File: src/rtl/ms72xx_cfg_pkg.sv
// ms72xx_cfg_pkg: shared types for the MS72xx configuration sequencer and its table ROMs.
// Table entry layout is {op[33:32], addr[31:16], data[15:8], mask[7:0]}.
package ms72xx_cfg_pkg;

    typedef enum logic [1:0] {
        OP_WR   = 2'b00,
        OP_POLL = 2'b01,
        OP_DLY  = 2'b10,
        OP_END  = 2'b11
    } op_e;

    localparam int ENTRY_W = 34;
    localparam int OP_LSB   = 32;
    localparam int ADDR_LSB = 16;
    localparam int DATA_LSB = 8;
    localparam int MASK_LSB = 0;

    // Field order matches the bit positions above, so a raw entry casts straight in.
    typedef struct packed {
        op_e         op;
        logic [15:0] addr;
        logic [7:0]  data;
        logic [7:0]  mask;
    } entry_t;

    typedef enum logic [3:0] {
        S_RST_LOW,
        S_RST_SETTLE,
        S_FETCH,
        S_ISSUE,
        S_WAIT,
        S_CHECK,
        S_DELAY,
        S_DONE,
        S_ERR
    } state_e;

    function automatic logic [ENTRY_W-1:0] mk_entry(op_e op, logic [15:0] addr,
                                                    logic [7:0] data, logic [7:0] mask);
        return {op, addr, data, mask};
    endfunction

endpackage

File: src/rtl/ms72xx_cfg_seq.sv
// ms72xx_cfg_seq: pulses the chip hardware reset, then walks a configuration table of
// write / poll-until-match / millisecond-delay ops over the i2c_dri handshake.
// Ports: clk, rst_n (async active-low), start (rerun pulse); tbl_idx/tbl_entry to the
// table ROM; i2c_exec/i2c_rh_wl/i2c_addr/i2c_data_w requests and i2c_data_r/i2c_done/
// i2c_ack (1 = NACK) responses; rstn_out chip reset; init_done/init_err/err_idx status.
module ms72xx_cfg_seq
    import ms72xx_cfg_pkg::*;
#(
    parameter int  NUM_ENTRIES    = 64,
    parameter int  RST_LOW_CYC    = 10000,
    parameter int  RST_SETTLE_CYC = 20000,
    parameter int  MS_CYC         = 1000,
    parameter int  MAX_RETRY      = 3,
    parameter int  POLL_MAX       = 255,
    localparam int IW             = $clog2(NUM_ENTRIES)
) (
    input  logic               clk,
    input  logic               rst_n,
    input  logic               start,
    output logic [IW-1:0]      tbl_idx,
    input  logic [ENTRY_W-1:0] tbl_entry,
    output logic               i2c_exec,
    output logic               i2c_rh_wl,
    output logic [15:0]        i2c_addr,
    output logic [7:0]         i2c_data_w,
    input  logic [7:0]         i2c_data_r,
    input  logic               i2c_done,
    input  logic               i2c_ack,
    output logic               rstn_out,
    output logic               init_done,
    output logic               init_err,
    output logic [IW-1:0]      err_idx
);

    localparam logic [31:0]   LOW_LAST    = RST_LOW_CYC - 1;
    localparam logic [31:0]   SETTLE_LAST = RST_SETTLE_CYC - 1;
    localparam logic [31:0]   MS_LEN      = MS_CYC;
    localparam logic [31:0]   RETRY_LIM   = MAX_RETRY;
    localparam logic [31:0]   POLL_LAST   = POLL_MAX - 1;
    localparam logic [IW-1:0] IDX_LAST    = IW'(NUM_ENTRIES - 1);

    state_e        state_q, state_d;
    logic [31:0]   cnt_q, cnt_d, retry_q, retry_d, poll_q, poll_d;
    logic [IW-1:0] idx_q, idx_d, err_idx_q, err_idx_d;
    entry_t        ent_q, ent_d, ent;
    logic          nack_q, nack_d;
    logic [7:0]    rdata_q, rdata_d;
    logic          last, match;
    logic [31:0]   dly_last;
    state_e        adv_state;
    logic [IW-1:0] adv_idx;

    assign ent = entry_t'(tbl_entry);

    always_ff @(posedge clk or negedge rst_n) begin
        if (!rst_n) begin
            state_q   <= S_RST_LOW;
            cnt_q     <= '0;
            retry_q   <= '0;
            poll_q    <= '0;
            idx_q     <= '0;
            err_idx_q <= '0;
            ent_q     <= '0;
            nack_q    <= 1'b0;
            rdata_q   <= '0;
        end else begin
            state_q   <= state_d;
            cnt_q     <= cnt_d;
            retry_q   <= retry_d;
            poll_q    <= poll_d;
            idx_q     <= idx_d;
            err_idx_q <= err_idx_d;
            ent_q     <= ent_d;
            nack_q    <= nack_d;
            rdata_q   <= rdata_d;
        end
    end

    always_comb begin
        last      = idx_q == IDX_LAST;
        // The last table slot finishes the run even without an END op.
        adv_state = last ? S_DONE : S_FETCH;
        adv_idx   = last ? idx_q : idx_q + 1'b1;
        match     = ((rdata_q ^ ent_q.data) & ent_q.mask) == 8'h00;
        dly_last  = 32'(ent_q.data) * MS_LEN - 32'd1;
        state_d   = state_q;
        cnt_d     = cnt_q;
        retry_d   = retry_q;
        poll_d    = poll_q;
        idx_d     = idx_q;
        err_idx_d = err_idx_q;
        ent_d     = ent_q;
        nack_d    = nack_q;
        rdata_d   = rdata_q;
        case (state_q)
            S_RST_LOW: begin
                state_d = (cnt_q == LOW_LAST) ? S_RST_SETTLE : S_RST_LOW;
                cnt_d   = (cnt_q == LOW_LAST) ? '0 : cnt_q + 32'd1;
            end
            S_RST_SETTLE: begin
                state_d = (cnt_q == SETTLE_LAST) ? S_FETCH : S_RST_SETTLE;
                cnt_d   = (cnt_q == SETTLE_LAST) ? '0 : cnt_q + 32'd1;
                idx_d   = '0;
            end
            S_FETCH: begin
                // Latching the entry here keeps address/data stable for the whole transfer.
                ent_d = ent;
                case (ent.op)
                    OP_WR, OP_POLL: state_d = S_ISSUE;
                    OP_DLY: begin
                        state_d = (ent.data == 8'h00) ? adv_state : S_DELAY;
                        idx_d   = (ent.data == 8'h00) ? adv_idx : idx_q;
                        cnt_d   = '0;
                    end
                    default: state_d = S_DONE;
                endcase
            end
            S_ISSUE: state_d = S_WAIT;
            S_WAIT: begin
                if (i2c_done) begin
                    state_d = S_CHECK;
                    nack_d  = i2c_ack;
                    rdata_d = i2c_data_r;
                end
            end
            S_CHECK: begin
                if (nack_q) begin
                    state_d   = (retry_q < RETRY_LIM) ? S_ISSUE : S_ERR;
                    retry_d   = (retry_q < RETRY_LIM) ? retry_q + 32'd1 : retry_q;
                    err_idx_d = idx_q;
                end else if (ent_q.op == OP_WR || match) begin
                    retry_d = '0;
                    poll_d  = '0;
                    state_d = adv_state;
                    idx_d   = adv_idx;
                end else begin
                    // An ACKed read still restarts the NACK budget.
                    retry_d   = '0;
                    state_d   = (poll_q < POLL_LAST) ? S_ISSUE : S_ERR;
                    poll_d    = (poll_q < POLL_LAST) ? poll_q + 32'd1 : poll_q;
                    err_idx_d = idx_q;
                end
            end
            S_DELAY: begin
                state_d = (cnt_q == dly_last) ? adv_state : S_DELAY;
                idx_d   = (cnt_q == dly_last) ? adv_idx : idx_q;
                cnt_d   = (cnt_q == dly_last) ? '0 : cnt_q + 32'd1;
            end
            default: ;
        endcase
        // A restart pre-empts everything, including a transfer still in flight;
        // its late i2c_done lands in RST_LOW and is never looked at.
        if (start) begin
            state_d   = S_RST_LOW;
            cnt_d     = '0;
            retry_d   = '0;
            poll_d    = '0;
            idx_d     = '0;
            err_idx_d = '0;
            nack_d    = 1'b0;
        end
    end

    always_comb begin
        rstn_out   = state_q != S_RST_LOW;
        i2c_exec   = state_q == S_ISSUE;
        i2c_rh_wl  = ent_q.op == OP_POLL;
        i2c_addr   = ent_q.addr;
        i2c_data_w = ent_q.data;
        init_done  = state_q == S_DONE;
        init_err   = state_q == S_ERR;
        tbl_idx    = idx_q;
        err_idx    = err_idx_q;
    end

endmodule

File: config.mk
export PLATFORM = sky130hd
export DESIGN_NAME = ms72xx_cfg_seq
export DESIGN_NICKNAME = d
export VERILOG_FILES = /design/src/rtl/ms72xx_cfg_pkg.sv /design/src/rtl/ms72xx_cfg_seq.sv
export SDC_FILE = /design/constraint.sdc
export NUM_CORES = 1
export LEC_CHECK = 0
export CORE_ASPECT_RATIO = 1.75
export CORE_MARGIN = 4
export CORE_UTILIZATION = 45
export CTS_CLUSTER_DIAMETER = 50
export CTS_CLUSTER_SIZE = 40
export DETAILED_ROUTE_END_ITERATION = 16
export PLACE_DENSITY = 0.75
export RECOVER_POWER = 50
export SLEW_MARGIN = 15
export SYNTH_ARGS = -nofsm -noshare
export SYNTH_HDL_FRONTEND = slang
export SYNTH_SLANG_ARGS = --single-unit
File: constraint.sdc
create_clock -name clk -period 5.44 [get_ports clk]
set_input_delay 1.088 -clock clk [delete_from_list [all_inputs] [get_ports clk]]
set_output_delay 1.088 -clock clk [all_outputs]
set_load 0.05 [all_outputs]
---- After elaboration in Yosys (flattened, before gate mapping) ----
Cells that the tools add are included.
cells by class
  shifts and indexed selects .............. 0
  equal/unequal tests ..................... 24
  bitwise logic cells ..................... 2
  $add $sub $neg .......................... 5
  div/mod/pow operators ................... 0
  $lt $le $gt $ge ......................... 2
  multipliers ............................. 1
  muxes and demuxes ....................... 43
  reduce and logical (&&, ||, !) cells .... 23
operators by type and width
  kind                                                 number
  2-to-1 mux 32 bit                                    14
  case mux 32 bit (4 select lines)                     1
  adder 32 x 1 -> 32 bit, second input constant        3
  2-to-1 mux 6 bit                                     11
  == test 32 x 14 -> 1 bit, second input constant      1
  == test 32 x 15 -> 1 bit, second input constant      1
  == test 32 bit                                       1
  < comparator 32 x 2 -> 1 bit, second input constant  1
  < comparator 32 x 8 -> 1 bit, second input constant  1
  case mux 4 bit (7 select lines)                      1
  2-to-1 mux 4 bit                                     6
  case mux 6 bit (4 select lines)                      1
  != test 3 bit, second input constant                 7
  subtractor 18 x 1 -> 19 bit, second input constant   1
  == test 4 x 3 -> 1 bit, second input constant        4
  logical NOT 8 bit                                    2
  multiplier 8 x 7 -> 15 bit, second input constant    1
  AND reduction 2 bit                                  6
  nonzero test 5 bit                                   2
  2-to-1 mux 3 bit                                     3
  AND 8 bit                                            1
  == test 4 x 2 -> 1 bit, second input constant        2
  nonzero test 8 bit                                   1
  bitwise XOR 8 bit                                    1
  other kinds (20)                                     27
storage, ports and cells
  bits in read-only memories .............. 0
  logic and storage cells ................. 112
  flip-flop bits (word level) ............. 155
  bits in latches ......................... 0
  memories ................................ 0
  input port bits ......................... 47
  output and inout port bits .............. 41
  RAM bits ................................ 0

---- Logic depth before layout (Yosys ltp) ----
  depth after elaboration ................. 8
  gate-level depth with buffers ........... 22
  mapped depth without buffers ............ 19

---- Worst setup path after synthesis ----
Ideal clock, no wire load.
  kind .................................... register to register
  from .................................... register ent_q (netlist bit i2c_data_w[1])
  to ...................................... register cnt_q[14]
  required time ........................... 5298 ps
  arrival time ............................ 5559 ps
  cell stages (with the launch flop) ...... 22
  setup slack ............................. -261 ps
  path buffers ............................ 3
  clock period less this slack ............ 5701 ps
  library setup time ...................... 142 ps
  cells stage by stage .................... dfrtp_1 > fa_1 > inv_1 > fa_1 > fa_1 > inv_1 > fa_1 > ha_1 > buf_6 > xor2_1 > or4_4 > a21boi_4 > o32ai_2 > or4b_4 > nand4_1 > nand2_1 > nor4_4 > a21oi_1 > buf_4 > buf_6 > a31oi_1 > a31oi_1
between the ends
  cells in the longest elaborated chain, start to end .. 6
ends and longest elaborated chain
  what                              line                   text
  start, declared                   ms72xx_cfg_seq.sv:45   entry_t ent_q, ent_d, ent;
  start signal, assigned            ms72xx_cfg_seq.sv:73   ent_q <= ent_d;
  multiplier 8 x 7 -> 15 bit        ms72xx_cfg_seq.sv:85   dly_last = 32'(ent_q.data) * MS_LEN - 32'd1;
  subtractor 18 x 1 -> 19 bit       ms72xx_cfg_seq.sv:85
  == test 32 bit                    ms72xx_cfg_seq.sv:147  cnt_d = (cnt_q == dly_last) ? '0 : cnt_q + 32'd1;
  2-to-1 mux 32 bit                 ms72xx_cfg_seq.sv:147
  case mux 32 bit (4 select lines)  ms72xx_cfg_seq.sv:95   case (state_q)
  2-to-1 mux 32 bit                 ms72xx_cfg_seq.sv:153  if (start) begin
  end signal, assigned              ms72xx_cfg_seq.sv:68   cnt_q <= cnt_d;
  end, declared                     ms72xx_cfg_seq.sv:43   logic [31:0] cnt_q, cnt_d, retry_q, retry_d, poll_q, poll_d;
No other way between the ends.
A chain may end at the register's enable or synchronous reset.

---- Worst setup path in the final report ----
  from .................................... register ent_q (netlist bit i2c_data_w[1])
  to ...................................... register cnt_q[8]
Same word-level chain as after synthesis.

==> results.py <==
metrics = {
    "timing": {
        "holdWs_ns": 0.506,
        "finalSetupTns_ns": -9.26,
        "slew_headroom_pct": -160,
        "worst_pin_slew_ns": 3.89,
        "clock_skew_ns": 0.0127,
        "fmax_mhz": 174,
        "finalMaxSlewViolations": 116,
        "min_period_ns": 5.73,
        "final-setup-viol-count": 40,
        "rsz0062_at_grt": "yes",
        "setup_ws_ns": -0.291,
        "period_share_pct": 105,
        "hold_viol": 0,
    },
    "logic_synthesis": {
        "async_reset_ff_share_pct": 100,
        "yosysWarnings": 0,
        "synth_top_area_share_pct": 39.3,
        "yosys-top-cells-area": "dfrtp_1 (39%), ha_1 (5.2%), nor2_1 (4.6%), fa_1 (4.5%), mux2_2 (4.3%)",
        "synth_top_cell_by_area": "dfrtp_1",
        "ys_ff_latch": 155,
        "synthFlopType": "dfrtp_1",
        "seq_area_frac_synth_pct": 39.3,
        "syn_area_per_cell_um2": 9.37,
        "synth_area_um2": 9880,
        "syn-num-nets": 1164,
        "syn_inst": 1054,
        "yosysUniqueCellTypes": 85,
        "synth_edf_count": 0,
    },
    "grt": {
        "grt_pass1_vias": 8964,
        "antenna_found_initial": 0,
        "grt_usage_pct": 21.9,
        "grt_max_degree": 74,
        "grt_pass1_wl_um": 43200,
        "grt-ovfl-total": 0,
    },
    "layout": {
        "layout_common_cells": "dfrtp_1 (150), nor2_1 (118), clkdlybuf4s50_1 (86), buf_4 (79), nand2_1 (67)",
        "antenna_cells": 0,
        "drive_above_1_share_pct": 18.7,
        "fin_nets": 1299,
        "finish.instance_area_um2": 12500,
        "fin_util_pct": 57.8,
        "instances_no_fill": 1494,
        "fillers": 1840,
        "final_common_cell": "dfrtp_1",
        "areaGrowthSynthToFinish_pct": 26.2,
    },
    "worst_setup_path": {
        "cpMaxStageDelayCell": "fa_1",
        "cp_top_family": "adder cells",
        "worstSetupStartpointType": "flip-flop",
        "cp_common_cell": "fa_1",
        "path_buf_inv": 5,
        "rrSetupSlack_ns": -0.29,
        "crit_arrival_ns": 6.03,
        "path_cells": "fa_1 > inv_2 > fa_1 > fa_1 > inv_1 > fa_1 > ha_4 > or2_4 > or4_4 > a21boi_4 > o32ai_4 > or4b_4 > nand4_1 > nand2_2 > nor4_4 > buf_6 > a21oi_4 > buf_12 > buf_8 > a31oi_4 > a31oi_1",
        "critPathRequiredTime_ns": 5.74,
        "crit_type": "flip-flop to flip-flop",
        "end_kind": "flip-flop",
        "critPathMaxFanout": 8,
        "max_stage_delay_ns": 0.59,
    },
    "detailed_routing": {
        "drtIter0Drc": 660,
        "drc": 0,
        "wirelength_um": 26700,
        "drtAntennaViolNets": 0,
        "drt_pass1_iterations": 5,
        "vias": 8679,
        "wire_per_inst_um": 17.9,
        "via_per_inst": 5.81,
    },
    "place": {
        "port_buffers": 87,
        "gp_congestion": 0.904,
        "dp.cells": 1451,
        "place_area_um2": 11500,
        "dp_slack_ns": -0.321,
        "dp_hpwl_um": 19800,
    },
    "floorplan": {
        "rows": 71,
        "initial_core_util_pct": 45.8,
        "fp.dieH_um": 204,
        "die_w_um": 120,
        "core_um2": 21600,
        "io_pins": 88,
        "die_area_um2": 24500,
    },
    "clock_network": {
        "clk_pin_slew_ns": 0.07,
        "cts_sinks": 155,
        "cts_buffer_depth": 2,
        "insertion_delay_ns": 0.43,
        "ctsHoldBuffers": 0,
        "cts_tree": "built",
        "cts-buffers-inserted": 17,
        "root_buffer": "clkbuf_16",
        "htreeDepth": 4,
    },
    "power": {
        "power_mw": 6.96,
        "ir_drop_v": 0.000794,
        "powerDensity_nw_per_um2": 558,
        "p_leak_nw": 5.62,
    },
    "hold_path": {
        "holdCritPathClass": "flip-flop to flip-flop",
    },
    "run_status": {
        "violations": "capacitance limit, slew limit, setup timing",
        "status": "finished, violations left",
    },
    "job": {
        "max_cap_violations": 2,
    },
}
[Yosys cell counts, types with 5 or more instances]
cell type / number
o21ai_1: 10
nand4_1: 15
nand2_1: 69
xor2_1: 16
ha_1: 41
a41oi_1: 9
fa_1: 22
nor2b_1: 8
a22oi_1: 6
buf_4: 27
mux2i_1: 8
mux2_2: 38
nor3_1: 16
and2_1: 11
xnor2_1: 14
and4_1: 13
a21o_1: 5
a31oi_1: 59
clkbuf_1: 32
nand3_1: 44
nor2_1: 120
o21a_1: 5
and3_1: 31
dfrtp_1: 155
o21ai_0: 34
a22o_1: 7
nor4_1: 22
nand2b_1: 14
inv_1: 62
a21oi_1: 52
[cells by family after synthesis]
family | synth area share (%)
AND/OR/NAND/NOR | 20.2
AO/OA/AOI/OAI | 16.3
flip-flops | 39.3
buffers and inverters | 6.13
adder cells (fa/ha/maj) | 9.65
multiplexers | 5.14
XOR/XNOR | 3.34
[final timing paths]
path / cells past startpoint / start / to
max: 21 / i2c_data_w[1]$_DFFE_PN0P_ / cnt_q[8]$_DFFE_PN0P_
min: 1 / i2c_addr[6]$_DFFE_PN0P_ / i2c_addr[6]$_DFFE_PN0P_
max reg2reg: 21 / i2c_data_w[1]$_DFFE_PN0P_ / cnt_q[8]$_DFFE_PN0P_
min reg2reg: 1 / i2c_addr[6]$_DFFE_PN0P_ / i2c_addr[6]$_DFFE_PN0P_
max in group asynchronous: 2 / rst_n / i2c_data_w[4]$_DFFE_PN0P_
min in group asynchronous: 1 / rst_n / err_idx[4]$_DFFE_PN0P_
[repair_timing]
action                                  CTS  global route
endpoints found under the setup margin   39            40
setup buffers                             4             3
gates cloned                              1             3
pin swaps                                19            16
gates resized for setup                  17            25
[metal layers]
| metal | share of wire, % | vias to the layer above | global-route usage (%) |
|---|---|---|---|
| met5 | 0 | - | 0 |
| met4 | 5.7 | 0 | 13.4 |
| met2 | 55 | 245 | 40.8 |
| li1 | - | 4084 | - |
| met1 | 36 | 4262 | 23.0 |
| met3 | 3.1 | 88 | 3.02 |
[cell type report]
type / instances / area, um^2 / area share, %
inverters: 62 / 233 / 1.87
clock inverters: 14 / 171 / 1.37
clock buffers: 18 / 439 / 3.52
well taps: 292 / 365 / 2.93
repair buffers: 180 / 1670 / 13.4
multi-input cells: 773 / 5700 / 45.7
flip-flops and latches: 155 / 3880 / 31.2
[report_power, final]
group | switching [mW] | internal (mW)
Sequential | 0.0207 | 1.18
Combinational | 2.30 | 2.22
Clock | 0.528 | 0.707
Total | 2.85 | 4.11
[registers in the layout, indices dropped and copies added (netlist names)]
| signal | cells |
|---|---|
| state_q | 4 |
| retry_q | 32 |
| cnt_q | 32 |
| tbl_idx | 6 |
| rdata_q | 8 |
| nack_q | 1 |
| err_idx | 6 |
| i2c_data_w | 8 |
| poll_q | 32 |
| ent_q | 10 |
| i2c_addr | 16 |
Note: power is estimated with default switching activity, not from simulation.
